===== config.mk =====
export PLATFORM = sky130hd
export DESIGN_NAME = capture_scheduler
export DESIGN_NICKNAME = d
export VERILOG_FILES = /design/src/rtl/capture_scheduler_pkg.sv /design/src/rtl/capture_scheduler_decimator.sv /design/src/rtl/capture_scheduler.sv
export SDC_FILE = /design/constraint.sdc
export NUM_CORES = 1
export LEC_CHECK = 0
export BUFFER_PORTS_ARGS = -buffer_cell sky130_fd_sc_hd__buf_4
export CORE_MARGIN = 2
export CORE_UTILIZATION = 29
export DETAILED_ROUTE_END_ITERATION = 6
export PLACE_DENSITY = 0.51
export SYNTH_ARGS = -nofsm -noshare
export SYNTH_HDL_FRONTEND = slang
export SYNTH_SLANG_ARGS = --single-unit

===== constraint.sdc =====
create_clock -name clk -period 2.8 [get_ports clk]
set_clock_uncertainty 0.05 [all_clocks]
set_input_delay 0.56 -clock clk [delete_from_list [all_inputs] [get_ports clk]]
set_output_delay 0.56 -clock clk [all_outputs]
set_load 0.02 [all_outputs]

===== src/rtl/capture_scheduler_pkg.sv =====
// Shared types and helpers for the waveform capture scheduler.
package capture_scheduler_pkg;

    localparam int SAMPLE_W = 18;
    localparam int SRC_W    = 3;

    typedef enum logic [1:0] {
        ST_HOLDOFF   = 2'd0,
        ST_ARMED     = 2'd1,
        ST_CAPTURE   = 2'd2,
        ST_WAIT_DISP = 2'd3
    } sched_state_e;

    typedef enum logic [1:0] {
        TRIG_RISE     = 2'd0,
        TRIG_FALL     = 2'd1,
        TRIG_FREE     = 2'd2,
        TRIG_RISE_ALT = 2'd3
    } trig_mode_e;

    // Terminal count of the decimation counter: factor 2**sel, so last value is 2**sel - 1.
    function automatic logic [2:0] decim_last(input logic [1:0] sel);
        return 3'((4'd1 << sel) - 4'd1);
    endfunction

endpackage


===== src/rtl/capture_scheduler_decimator.sv =====
// Counts input sample strobes and emits one decimated strobe per 2**decim_sel inputs.
module capture_scheduler_decimator
    import capture_scheduler_pkg::*;
(
    input  logic       clk,
    input  logic       reset,
    input  logic       clear,
    input  logic       strobe,
    input  logic [1:0] decim_sel,
    output logic       dstb
);

    logic [2:0] count_q;

    // A strobe coincident with clear is discarded so the new factor starts from a clean phase.
    assign dstb = strobe & ~clear & (count_q == decim_last(decim_sel));

    always_ff @(posedge clk) begin
        if (reset || clear) begin
            count_q <= '0;
        end else if (strobe) begin
            count_q <= dstb ? '0 : count_q + 3'd1;
        end
    end

endmodule


===== src/rtl/capture_scheduler.sv =====
// Selects and decimates one audio stream, finds the trigger and paces captures
// against the wave display, feeding a gated sample stream to the capture engine.
module capture_scheduler
    import capture_scheduler_pkg::*;
#(
    parameter int NUM_SRC      = 4,
    parameter int HOLDOFF      = 16,
    parameter int AUTO_TIMEOUT = 1024
) (
    input  logic                         clk,
    input  logic                         reset,
    input  logic                         new_sample_ready,
    input  logic [SAMPLE_W*NUM_SRC-1:0]  src_samples,
    input  logic                         src_next,
    input  logic [1:0]                   trig_mode,
    input  logic [1:0]                   decim_sel,
    input  logic                         cap_done,
    input  logic                         wave_display_idle,
    output logic                         cap_sample_ready,
    output logic [SAMPLE_W-1:0]          cap_sample,
    output logic                         cap_trigger,
    output logic                         cap_run,
    output logic [SRC_W-1:0]             active_src,
    output logic                         timeout_flag,
    output sched_state_e                 state_dbg
);

    localparam int HOLD_W = (HOLDOFF > 0) ? $clog2(HOLDOFF + 1) : 1;
    localparam int TMO_W  = $clog2(AUTO_TIMEOUT + 1);
    localparam logic [HOLD_W-1:0] HOLD_LAST = HOLD_W'((HOLDOFF > 0) ? HOLDOFF - 1 : 0);
    localparam logic [TMO_W-1:0]  TMO_LAST  = TMO_W'(AUTO_TIMEOUT - 1);
    localparam logic [TMO_W-1:0]  TMO_MAX   = TMO_W'(AUTO_TIMEOUT);

    sched_state_e        state_q, state_d;
    trig_mode_e          mode_q;
    logic [1:0]          decim_q;
    logic                apply_q, apply_d;
    logic [SRC_W-1:0]    pending_q, pending_next;
    logic                prev_valid_q, prev_neg_q;
    logic [HOLD_W-1:0]   hold_cnt_q, hold_d;
    logic [TMO_W-1:0]    tmo_cnt_q, tmo_d;
    logic                fwd, trig_d, tflag_d;
    logic                dstb, rise, fall, natural_trig;
    logic [SAMPLE_W-1:0] cur_sample;

    capture_scheduler_decimator u_decim (
        .clk       (clk),
        .reset     (reset),
        .clear     (apply_q),
        .strobe    (new_sample_ready),
        .decim_sel (decim_q),
        .dstb      (dstb)
    );

    always_comb begin
        cur_sample = '0;
        for (int i = 0; i < NUM_SRC; i++) begin
            if (active_src == SRC_W'(i)) cur_sample = src_samples[SAMPLE_W*i +: SAMPLE_W];
        end
    end

    assign pending_next = (pending_q == SRC_W'(NUM_SRC - 1)) ? '0 : pending_q + SRC_W'(1);
    assign rise = prev_valid_q & prev_neg_q & ~cur_sample[SAMPLE_W-1];
    assign fall = prev_valid_q & ~prev_neg_q & cur_sample[SAMPLE_W-1];
    assign natural_trig = (mode_q == TRIG_FREE)
                        | (((mode_q == TRIG_RISE) | (mode_q == TRIG_RISE_ALT)) & rise)
                        | ((mode_q == TRIG_FALL) & fall);

    // Output contract: cap_sample_ready is a one-cycle strobe, cap_sample is valid with it
    // and holds until the next strobe; cap_trigger only ever rises together with cap_sample_ready.
    always_comb begin
        state_d = state_q;
        hold_d  = hold_cnt_q;
        tmo_d   = tmo_cnt_q;
        fwd     = 1'b0;
        trig_d  = 1'b0;
        tflag_d = timeout_flag;
        apply_d = 1'b0;
        case (state_q)
            ST_HOLDOFF: begin
                if (dstb) begin
                    if (HOLDOFF == 0 || hold_cnt_q >= HOLD_LAST) begin
                        state_d = ST_ARMED;
                        hold_d  = '0;
                        tmo_d   = '0;
                    end else begin
                        hold_d = hold_cnt_q + HOLD_W'(1);
                    end
                end
            end
            ST_ARMED: begin
                if (dstb) begin
                    if (natural_trig) begin
                        state_d = ST_CAPTURE;
                        fwd     = 1'b1;
                        trig_d  = 1'b1;
                        tflag_d = 1'b0;
                    end else begin
                        if (tmo_cnt_q != TMO_MAX) tmo_d = tmo_cnt_q + TMO_W'(1);
                        if (tmo_cnt_q >= TMO_LAST) begin
                            state_d = ST_CAPTURE;
                            fwd     = 1'b1;
                            trig_d  = 1'b1;
                            tflag_d = 1'b1;
                        end
                    end
                end
            end
            ST_CAPTURE: begin
                if (cap_done) state_d = ST_WAIT_DISP;
                else if (dstb) fwd = 1'b1;
            end
            ST_WAIT_DISP: begin
                if (wave_display_idle) begin
                    state_d = ST_HOLDOFF;
                    apply_d = 1'b1;
                end
            end
            default: state_d = ST_HOLDOFF;
        endcase
    end

    always_ff @(posedge clk) begin
        if (reset) begin
            state_q          <= ST_HOLDOFF;
            apply_q          <= 1'b1;
            pending_q        <= '0;
            active_src       <= '0;
            mode_q           <= TRIG_RISE;
            decim_q          <= '0;
            prev_valid_q     <= 1'b0;
            prev_neg_q       <= 1'b0;
            hold_cnt_q       <= '0;
            tmo_cnt_q        <= '0;
            cap_sample_ready <= 1'b0;
            cap_sample       <= '0;
            cap_trigger      <= 1'b0;
            timeout_flag     <= 1'b0;
        end else begin
            state_q          <= state_d;
            apply_q          <= apply_d;
            hold_cnt_q       <= hold_d;
            tmo_cnt_q        <= tmo_d;
            timeout_flag     <= tflag_d;
            cap_sample_ready <= fwd;
            cap_trigger      <= trig_d;
            if (fwd) cap_sample <= cur_sample;
            if (src_next) pending_q <= pending_next;
            // The apply cycle takes the pre-increment pending value; a coincident src_next carries over.
            if (apply_q) begin
                active_src   <= pending_q;
                mode_q       <= trig_mode_e'(trig_mode);
                decim_q      <= decim_sel;
                prev_valid_q <= 1'b0;
            end else if (dstb) begin
                prev_valid_q <= 1'b1;
                prev_neg_q   <= cur_sample[SAMPLE_W-1];
            end
        end
    end

    assign cap_run   = (state_q == ST_CAPTURE);
    assign state_dbg = state_q;

endmodule


==> results of run 1 <==
==> flip-flops by register name (all words and copies together) (netlist names), 3 cells and up <==
| name | cells |
|---|---|
| hold_cnt_q | 5 |
| tmo_cnt_q | 11 |
| u_decim.count_q | 3 |
| cap_sample | 18 |
| active_src | 3 |
| pending_q | 3 |
==> power breakdown <==
part	leakage, nW	switching (mW)	internal [mW]
clock	0.0484	0.255	0.203
sequential	0.445	0.0134	0.793
combinational	1.23	0.0859	0.142
==> through the flow <==
stage	utilization [%]	worst slack [ns]	cell area, sq um
floorplan	-	0.265	3160
global placement	38.6	0.299	4140
detailed placement	38.6	0.243	4140
CTS	39.4	0.267	4240
global route	39.4	0.146	4240
finish	39.4	0.288	4240
==> layout make-up <==
cell class / count / area, sq um / area share, %
clock buffer: 7 / 86.3 / 2.04
clock inverter: 1 / 8.76 / 0.207
inverter: 17 / 63.8 / 1.51
multi-input combinational: 245 / 1920 / 45.3
sequential: 55 / 1100 / 26.0
tap: 140 / 175 / 4.13
timing repair buffer: 116 / 883 / 20.8
==> cell usage after synthesis, types with 3 or more instances <==
cell type	count	share of area [%]
a211oi_1	4	0.95
a21o_1	3	0.71
a21oi_1	17	2.7
a31oi_1	4	0.79
buf_1	3	0.36
clkbuf_1	9	1.1
dfxtp_1	55	35
ha_1	13	5.1
inv_1	17	2.0
mux2i_1	31	9.8
mux4_2	17	12
nand2_1	36	4.3
nand2b_1	25	4.9
nand3_1	7	1.1
nand4_1	5	0.99
nor2_1	24	2.8
nor3_1	6	0.95
o21ai_0	5	0.79
or3_1	6	1.2
or4_1	6	1.4
==> worst min-delay path by stage <==
stage | depth (start not counted) | to | from
5_1_grt | 2 | pending_q[2] | src_next
4_1_cts | 2 | pending_q[2] | src_next
3_3_place_gp | 2 | pending_q[2] | pending_q[2]
2_1_floorplan | 2 | pending_q[2] | pending_q[2]
3_5_place_dp | 2 | pending_q[2] | pending_q[2]
6_report | 2 | pending_q[2] | src_next
==> cells in the final DEF, fill, tap and decap left out, types with 2 or more instances in the layout <==
cell,n
a211o_1,2
a211oi_1,4
a21o_1,3
a21oi_1,17
a31oi_1,4
buf_4,115
clkbuf_8,6
dfxtp_1,55
ha_1,13
inv_1,17
mux2_2,2
mux2i_1,31
mux4_2,17
nand2_1,36
nand2_2,2
nand2b_1,25
nand3_1,7
nand3b_1,2
nand4_1,5
nand4b_1,2
nor2_1,24
nor2b_1,2
nor3_1,6
nor4_1,2
o2111ai_1,2
o21ai_0,5
o31ai_1,2
or3_1,6
or4_1,6
xnor2_1,2
==> metal layers <==
metal  wire (microns)  GRT usage [%]  vias to the layer above  part of all wire, %
met5                0              0                        -                    0
li1                 -              -                     1412                    -
met3              370           3.07                        8                  4.7
met4              131           4.21                        0                  1.7
met1             3620           17.9                     1295                   46
met2             3780           22.5                       62                   48
==> cells by family (layout without fill, tap and decap cells) <==
logic type	after synthesis	in the layout
compound gates	50	50
xor+xnor	3	3
fa+ha+maj	13	13
buf+inv	33	141
flops	55	55
mux	51	51
simple gates	128	128
==> results_dict.tcl, run 1 <==
set metrics [dict create \
    syn_area_sq_um 3160 \
    postSynthCellCount 333 \
    n_antenna_cell 0 \
    die-area_sq_um 11800 \
    syn_nets 428 \
    grt_pass1_vias 2758 \
    antenna_found_initial 0 \
    cts.sinks 55 \
    synthAdderAreaFrac_pct 5.14 \
    cts_inserted_buffers 5 \
    dp_hpwl_mm 6.15 \
    outcome "finished, final reports clean" \
    clk_latency_ns 0.30 \
    drv_cap 0 \
    areaGrowthSynthToFinish_pct 34.0 \
    fillCellCount 1115 \
    io_pins 109 \
    vias 2777 \
    path_clk_slew_ns 0.10 \
    hold_ws_ns 0.410 \
    crit_path_end "tmo_cnt_q[9]" \
    rsz0062_at_grt "false" \
    drt_iter0_markers 86 \
    yosysWarnings 0 \
    finalSetupViolCount 0 \
    synth_top_family_by_area "multiplexers" \
    slowest_stage "or4_1" \
    critPathLaunchType "flip-flop" \
    synth_seq_cells 55 \
    nNetsFinal 535 \
    crit_family "simple AND/OR/NAND/NOR gates" \
    initial_utilization_pct 29.4 \
    wl_mm 7.90 \
    cts_hold_buf 0 \
    leakage_nw 1.72 \
    critPathMaxFanout 15 \
    max-vdd-ir-drop_mv 0.209 \
    muxShareOfSynthArea_pct 23.0 \
    final_hold_viol_count 0 \
    drt-wirelength-per-cell_microns 13.6 \
    hold_class "input pin to flip-flop" \
    vias_per_cell 4.78 \
    avgSynthCellArea_sq_um 9.49 \
    crit_top_cell "or4_1" \
    core_region_area_sq_um 10700 \
    yosysUniqueCellTypes 48 \
    placed_cells 573 \
    tns_ns 0 \
    overflow 0 \
    grt_pass1_wl_mm 13.0 \
    crit_path_max_incr_delay_ns 0.54 \
    synthSimpleGateAreaFrac_pct 20.6 \
    yosysSeqAreaShare_pct 34.8 \
    slew_headroom_pct 26.2 \
    core.rowCount 38 \
    cts_max_path_buffers 2 \
    arrival_ns 2.67 \
    power.density_nw_per_um2 352 \
    synth_edf_count 0 \
    io_buffers 108 \
    p_total_mw 1.49 \
    ys.flop_type "dfxtp_1" \
    r2r-start "u_decim.count_q[2]" \
    fmax_mhz 398 \
    ff2ff_path_depth 6 \
    cp.depth 6 \
    path_cells "or4_1, a211o_1, o21ba_4, o211ai_4, or4_1, mux2i_1" \
    drc 0 \
    min_period_over_period_pct 89.7 \
    cts_tree "built" \
    reg2reg_slack_ns 0.29 \
    fp.dieW_microns 108 \
    grt_max_degree 49 \
    tightest_slew_ns 1.10 \
    slew_viol_final 0 \
    cts_root_buf "clkbuf_8" \
    grt_usage_pct 13.7 \
    crit_type "flip-flop to flip-flop" \
    synth_compound_area_share_pct 11.1 \
    synth-xor-area-share_pct 0.831 \
    worstReg2RegEnd "tmo_cnt_q[9]" \
    synthArstFlopShare_pct 0 \
    cts-htree-levels 2 \
    instances_no_fill 581 \
    cp_num_buf_inv 0 \
    endpoint_kind "flip-flop" \
    drt_first_pass_iters 4 \
    cts-resized-gates 0 \
    period_minus_slack_ns 2.51 \
    ant_nets 0 \
    gp_congestion 0.847 \
    startpoint "u_decim.count_q[2]" \
    die_h_microns 108 \
    worstPathRequired_ns 2.96 \
    drive_gt1_share_pct 33.8 \
    cts_setup_buffers 0 \
]
No activity file was read; power rests on OpenSTA's default activity.
==> inputs of run 2 (changes only) <==
--- a/config.mk
+++ b/config.mk
@@ -10,6 +10,7 @@
 export CORE_UTILIZATION = 29
 export DETAILED_ROUTE_END_ITERATION = 6
 export PLACE_DENSITY = 0.51
+export SLEW_MARGIN = 30
 export SYNTH_ARGS = -nofsm -noshare
 export SYNTH_HDL_FRONTEND = slang
 export SYNTH_SLANG_ARGS = --single-unit
==> constraint.sdc (replaced) <==
create_clock -name clk -period 2.8 [get_ports clk]
set_clock_uncertainty 0.05 [all_clocks]
set_input_delay 0.28 -clock clk [delete_from_list [all_inputs] [get_ports clk]]
set_output_delay 0.28 -clock clk [all_outputs]
set_load 0.02 [all_outputs]
==> run 2 against run 1 <==
  * Clock-buffer cell count fell by 1
  * Maximum frequency up 1.9%
  * Via count up 1.3%
  * Global-route usage decreased by 0.25 points
  * Flip-flop and latch count did not move
  * Largest cell class unchanged
==> results_dict.tcl, run 2 (same netlist as run 1, synthesis figures left out) <==
set metrics [dict create \
    outcome "finished, final reports clean" \
    drive_gt1_share_pct 34.4 \
    critPathMaxFanout 10 \
    grt_usage_pct 13.5 \
    cts_root_buf "clkbuf_8" \
    gp_congestion 0.826 \
    vias 2812 \
    grt_pass1_vias 2670 \
    leakage_nw 1.73 \
    fillCellCount 1112 \
    tns_ns 0 \
    cts_tree "built" \
    cts_max_path_buffers 2 \
    max-vdd-ir-drop_mv 0.233 \
    grt_pass1_wl_mm 12.6 \
    drv_cap 0 \
    cts_setup_buffers 0 \
    period_minus_slack_ns 2.47 \
    vias_per_cell 4.83 \
    grt_max_degree 49 \
    ant_nets 0 \
    largestRegisters "cap_sample: 18 flops, tmo_cnt_q: 11 flops, hold_cnt_q: 5 flops" \
    path_clk_slew_ns 0.10 \
    final_hold_viol_count 0 \
    arrival_ns 2.63 \
    core.rowCount 38 \
    placed_cells 574 \
    final_cell_mix "116 x buf_4, 55 x dfxtp_1, 36 x nand2_1" \
    hold_class "input pin to flip-flop" \
    cts-resized-gates 0 \
    largest_register "cap_sample" \
    initial_utilization_pct 29.4 \
    die_h_microns 108 \
    dp_hpwl_mm 6.21 \
    largest_reg_flops 18 \
    io_pins 109 \
    ff2ff_path_depth 6 \
    worstReg2RegEnd "tmo_cnt_q[9]" \
    final_common_cell "buf_4" \
    endpoint_kind "flip-flop" \
    startpoint "u_decim.count_q[2]" \
    antenna_found_initial 0 \
    drt-wirelength-per-cell_microns 13.5 \
    cts.sinks 55 \
    crit_type "flip-flop to flip-flop" \
    wl_mm 7.88 \
    n_antenna_cell 0 \
    drc 0 \
    power.density_nw_per_um2 359 \
    cts_inserted_buffers 5 \
    areaGrowthSynthToFinish_pct 34.5 \
    tightest_slew_ns 0.681 \
    r2r-start "u_decim.count_q[2]" \
    cts_hold_buf 0 \
    drt_iter0_markers 76 \
    clk_latency_ns 0.32 \
    slew_viol_final 0 \
    min_period_over_period_pct 88.1 \
    rsz0062_at_grt "false" \
    worstPathRequired_ns 2.97 \
    drt_first_pass_iters 4 \
    slew_headroom_pct 54.6 \
    die-area_sq_um 11800 \
    nNetsFinal 536 \
    crit_path_end "tmo_cnt_q[9]" \
    reg2reg_slack_ns 0.33 \
    fp.dieW_microns 108 \
    core_region_area_sq_um 10700 \
    critPathLaunchType "flip-flop" \
    instances_no_fill 582 \
    cts-htree-levels 2 \
    finish.utilization_pct 39.6 \
    fmax_mhz 406 \
    finalSetupViolCount 0 \
    overflow 0 \
    io_buffers 108 \
]
-- run 2: cell count changes in the layout (fill, tap and decap cells not counted) --
cell / previous run / this run
nor2_1: 24 / 23
clkbuf_1: 1 / 0
buf_4: 115 / 116
clkinv_4: 1 / 0
nor2_2: 0 / 1
inv_6: 0 / 2
-- run 2: report_power, final --
part           internal (mW)  leakage, nW  switching, mW  total [mW]
logic                  0.144         1.23         0.0862       0.230
clock network          0.208       0.0522          0.282       0.490
registers              0.793        0.445         0.0133       0.807
total                   1.14         1.73          0.382        1.53
-- run 2: metrics by stage --
step                      power (mW)  setup WS (ns)  cell area [sq um]  hold WS [ns]
after floorplan                0.943          0.265               3160         0.322
after global placement          1.05          0.378               4150         0.394
after detailed placement        1.06          0.344               4150         0.403
after CTS                       1.56          0.327               4250        0.0948
after global routing            1.61          0.171               4250        0.0992
final                           1.53          0.334               4250         0.107
-- run 2: worst min-delay path by stage --
stage / start / to / slack (ns) / depth (start not counted)
after CTS: src_next / pending_q[2] / 0.09 / 2
after floorplan: src_next / pending_q[2] / 0.32 / 1
final: src_next / pending_q[2] / 0.11 / 2
after global routing: src_next / pending_q[2] / 0.1 / 2
after global placement: pending_q[2] / pending_q[2] / 0.39 / 2
after detailed placement: pending_q[2] / pending_q[2] / 0.40 / 2
-- run 2: final cells by class --
| class | instances | area, sq um | area share (%) |
|---|---|---|---|
| tap | 140 | 175 | 4.12 |
| timing repair buffer | 117 | 891 | 20.9 |
| multi-input combinational | 245 | 1920 | 45.2 |
| sequential | 55 | 1100 | 25.9 |
| clock inverter | 2 | 17.5 | 0.412 |
| clock buffer | 6 | 82.6 | 1.94 |
| inverter | 17 | 63.8 | 1.50 |
-- run 2: metal layers --
layer / global-route usage [%] / wire (microns)
met5: 0 / 0
met1: 17.0 / 3500
met3: 2.95 / 370
met2: 23.0 / 3890
met4: 3.94 / 118
-- run 2: worst max-delay path, cell delays in order, from the launching register on --
cell	delay, ns
dfxtp_1	0.35
or4_1	0.54
a211o_1	0.32
o21ba_4	0.32
o211ai_4	0.15
or4_1	0.51
mux2i_1	0.13
==> inputs of run 3 (changes only) <==
--- a/config.mk
+++ b/config.mk
@@ -5,7 +5,9 @@
 export SDC_FILE = /design/constraint.sdc
 export NUM_CORES = 1
 export LEC_CHECK = 0
+export ABC_AREA = 1
 export BUFFER_PORTS_ARGS = -buffer_cell sky130_fd_sc_hd__buf_4
+export CAP_MARGIN = 20
 export CORE_MARGIN = 2
 export CORE_UTILIZATION = 29
 export DETAILED_ROUTE_END_ITERATION = 6
==> run 3 against run 2 <==
  * Synthesized area up 4.9%
  * Largest power group unchanged
  * Sequential power is essentially flat
  * Highest routed layer unchanged
  * Largest cell class unchanged
  * Hold slack improved by 0.030 ns
==> results_dict.tcl, run 3 <==
set metrics [dict create \
    reg2reg_slack_ns 0.52 \
    ys.flop_type "dfxtp_1" \
    fmax_mhz 439 \
    synth_top_cell_area_share_pct 33.2 \
    io_buffers 108 \
    cts_setup_buffers 0 \
    crit_type "flip-flop to flip-flop" \
    syn_area_sq_um 3320 \
    grt_pass1_wl_mm 16.2 \
    core_region_area_sq_um 11300 \
    hold_ws_ns 0.137 \
    drc 0 \
    synth_seq_cells 55 \
    vias 3520 \
    period_minus_slack_ns 2.28 \
    io_pins 109 \
    largestRegisters "cap_sample: 18 flops, tmo_cnt_q: 11 flops, hold_cnt_q: 5 flops" \
    drt_iter0_markers 155 \
    cts_hold_buf 0 \
    tightest_slew_ns 0.696 \
    drv_cap 0 \
    critPathLaunchType "flip-flop" \
    synth_area_leaders "dfxtp_1 33%, a21oi_1 13%, nand2_1 8.7%" \
    outcome "finished, final reports clean" \
    die-area_sq_um 12300 \
    postSynthCellCount 482 \
    clk_latency_ns 0.30 \
    grt_pass1_vias 3526 \
    whs_path_depth 2 \
    cts-htree-levels 2 \
    drive_gt1_share_pct 25.8 \
    hold_class "input pin to flip-flop" \
    ff2ff_path_depth 10 \
    worstPathRequired_ns 2.94 \
    final_cell_mix "116 x buf_4, 83 x a21oi_1, 77 x nand2_1" \
    yosysMostFrequentCell "a21oi_1" \
    synth_top_cells_by_count "83 x a21oi_1, 77 x nand2_1, 70 x nor2_1, 55 x dfxtp_1, 34 x inv_1" \
    leakage_nw 1.85 \
    min_period_over_period_pct 81.4 \
    yosysWarnings 0 \
    worstReg2RegEnd "cap_sample[15]" \
    core.rowCount 39 \
    cts_inserted_buffers 5 \
    n_antenna_cell 0 \
    wl_mm 9.52 \
    worstHoldEndpoint "pending_q[2]" \
    yosysSeqAreaShare_pct 33.2 \
    synth_area_leader_cell "dfxtp_1" \
    antenna_found_initial 0 \
    gp_congestion 0.869 \
    overflow 0 \
    vias_per_cell 4.86 \
    final_hold_viol_count 0 \
    largest_register "cap_sample" \
    tns_ns 0 \
    synthArstFlopShare_pct 0 \
    slew_viol_final 0 \
    max-vdd-ir-drop_mv 0.222 \
    drt-wirelength-per-cell_microns 13.2 \
    cts_max_path_buffers 2 \
    initial_utilization_pct 29.4 \
    areaGrowthSynthToFinish_pct 32.0 \
    r2r-start "apply_q" \
    syn_nets 577 \
    yosysUniqueCellTypes 37 \
    cts-resized-gates 0 \
    drt_first_pass_iters 4 \
    rsz0062_at_grt "false" \
    avgSynthCellArea_sq_um 6.88 \
    cts.sinks 55 \
    grt_max_degree 39 \
    cts_root_buf "clkbuf_16" \
    largest_reg_flops 18 \
    endpoint_kind "flip-flop" \
    fin_area_sq_um 4380 \
    dpl_cell_area_sq_um 4230 \
    holdCritStartpoint "src_next" \
    nNetsFinal 675 \
    final_common_cell "buf_4" \
    die_h_microns 111 \
    path_clk_slew_ns 0.08 \
    grt_usage_pct 15.7 \
    ant_nets 0 \
    fp.dieW_microns 111 \
    power.density_nw_per_um2 393 \
    cts_tree "built" \
    dp_hpwl_mm 7.18 \
    finalSetupViolCount 0 \
    synth_edf_count 0 \
    slew_headroom_pct 53.6 \
    critPathMaxFanout 37 \
    arrival_ns 2.42 \
]
==> run 3: cell types whose count changed after synthesis, moves of 25 or more <==
| cell | previous run | this run |
|---|---|---|
| nor2_1 | 24 | 70 |
| a21oi_1 | 17 | 83 |
| nand2_1 | 36 | 77 |
| mux2i_1 | 31 | 0 |
| nand2b_1 | 25 | 0 |
| o21ai_0 | 5 | 31 |
==> run 3: critical path: stages (launching register included) <==
cell     delay (ns)
dfxtp_1        0.33
inv_1          0.27
o21ai_0        0.14
nor2_1         0.21
nand2_1        0.15
inv_1          0.23
nand2_1        0.13
nand2_4        0.35
nand3_1        0.15
nand2_1        0.11
nor2_2         0.03
==> run 3: power by group <==
group / internal, mW / switching (mW)
clock: 0.336 / 0.307
combinational: 0.133 / 0.138
sequential: 0.795 / 0.0121
==> run 3: area by class of cell <==
type | instances | area [sq um]
clock buffer | 5 | 125
clock inverter | 3 | 23.8
timing repair buffer | 116 | 871
multi-input combinational | 366 | 1950
fill | 1223 | 6890
inverter | 36 | 135
sequential | 55 | 1100
tap | 143 | 179
==> run 3: per-layer routing <==
layer | wire length (microns) | up-vias | GRT usage [%]
met5 | 0 | - | 0
met4 | 106 | 0 | 3.67
met3 | 606 | 8 | 4.65
met2 | 4570 | 88 | 27.4
met1 | 4250 | 1619 | 19.1
li1 | - | 1805 | -
==> run 3: logic make-up after synthesis <==
group / count (synthesis) / share of synthesized area (%)
fa+ha+maj: 13 / 4.90
buf+inv: 61 / 8.18
simple gates: 223 / 32.5
xor+xnor: 8 / 2.11
compound gates: 122 / 19.1
flops: 55 / 33.2
==> run 3: worst max-delay path by stage <==
stage	from	depth (start not counted)	end
after floorplan	hold_cnt_q[0]	14	tmo_cnt_q[4]
after global placement	apply_q	10	cap_sample[17]
after detailed placement	apply_q	10	cap_sample[15]
after CTS	apply_q	10	cap_sample[15]
after global routing	apply_q	10	cap_sample[15]
final	apply_q	10	cap_sample[15]
==> run 3: metrics by stage <==
step / cells / power (mW) / utilization, % / setup slack, ns
4_1_cts: 724 / 1.75 / 38.9 / 0.478
5_1_grt: 724 / 1.81 / 38.9 / 0.247
2_1_floorplan: 482 / 0.966 / - / 0.871
6_report: 724 / 1.72 / 38.9 / 0.521
3_3_place_gp: 716 / 1.10 / 37.5 / 0.561
3_5_place_dp: 716 / 1.10 / 37.5 / 0.497
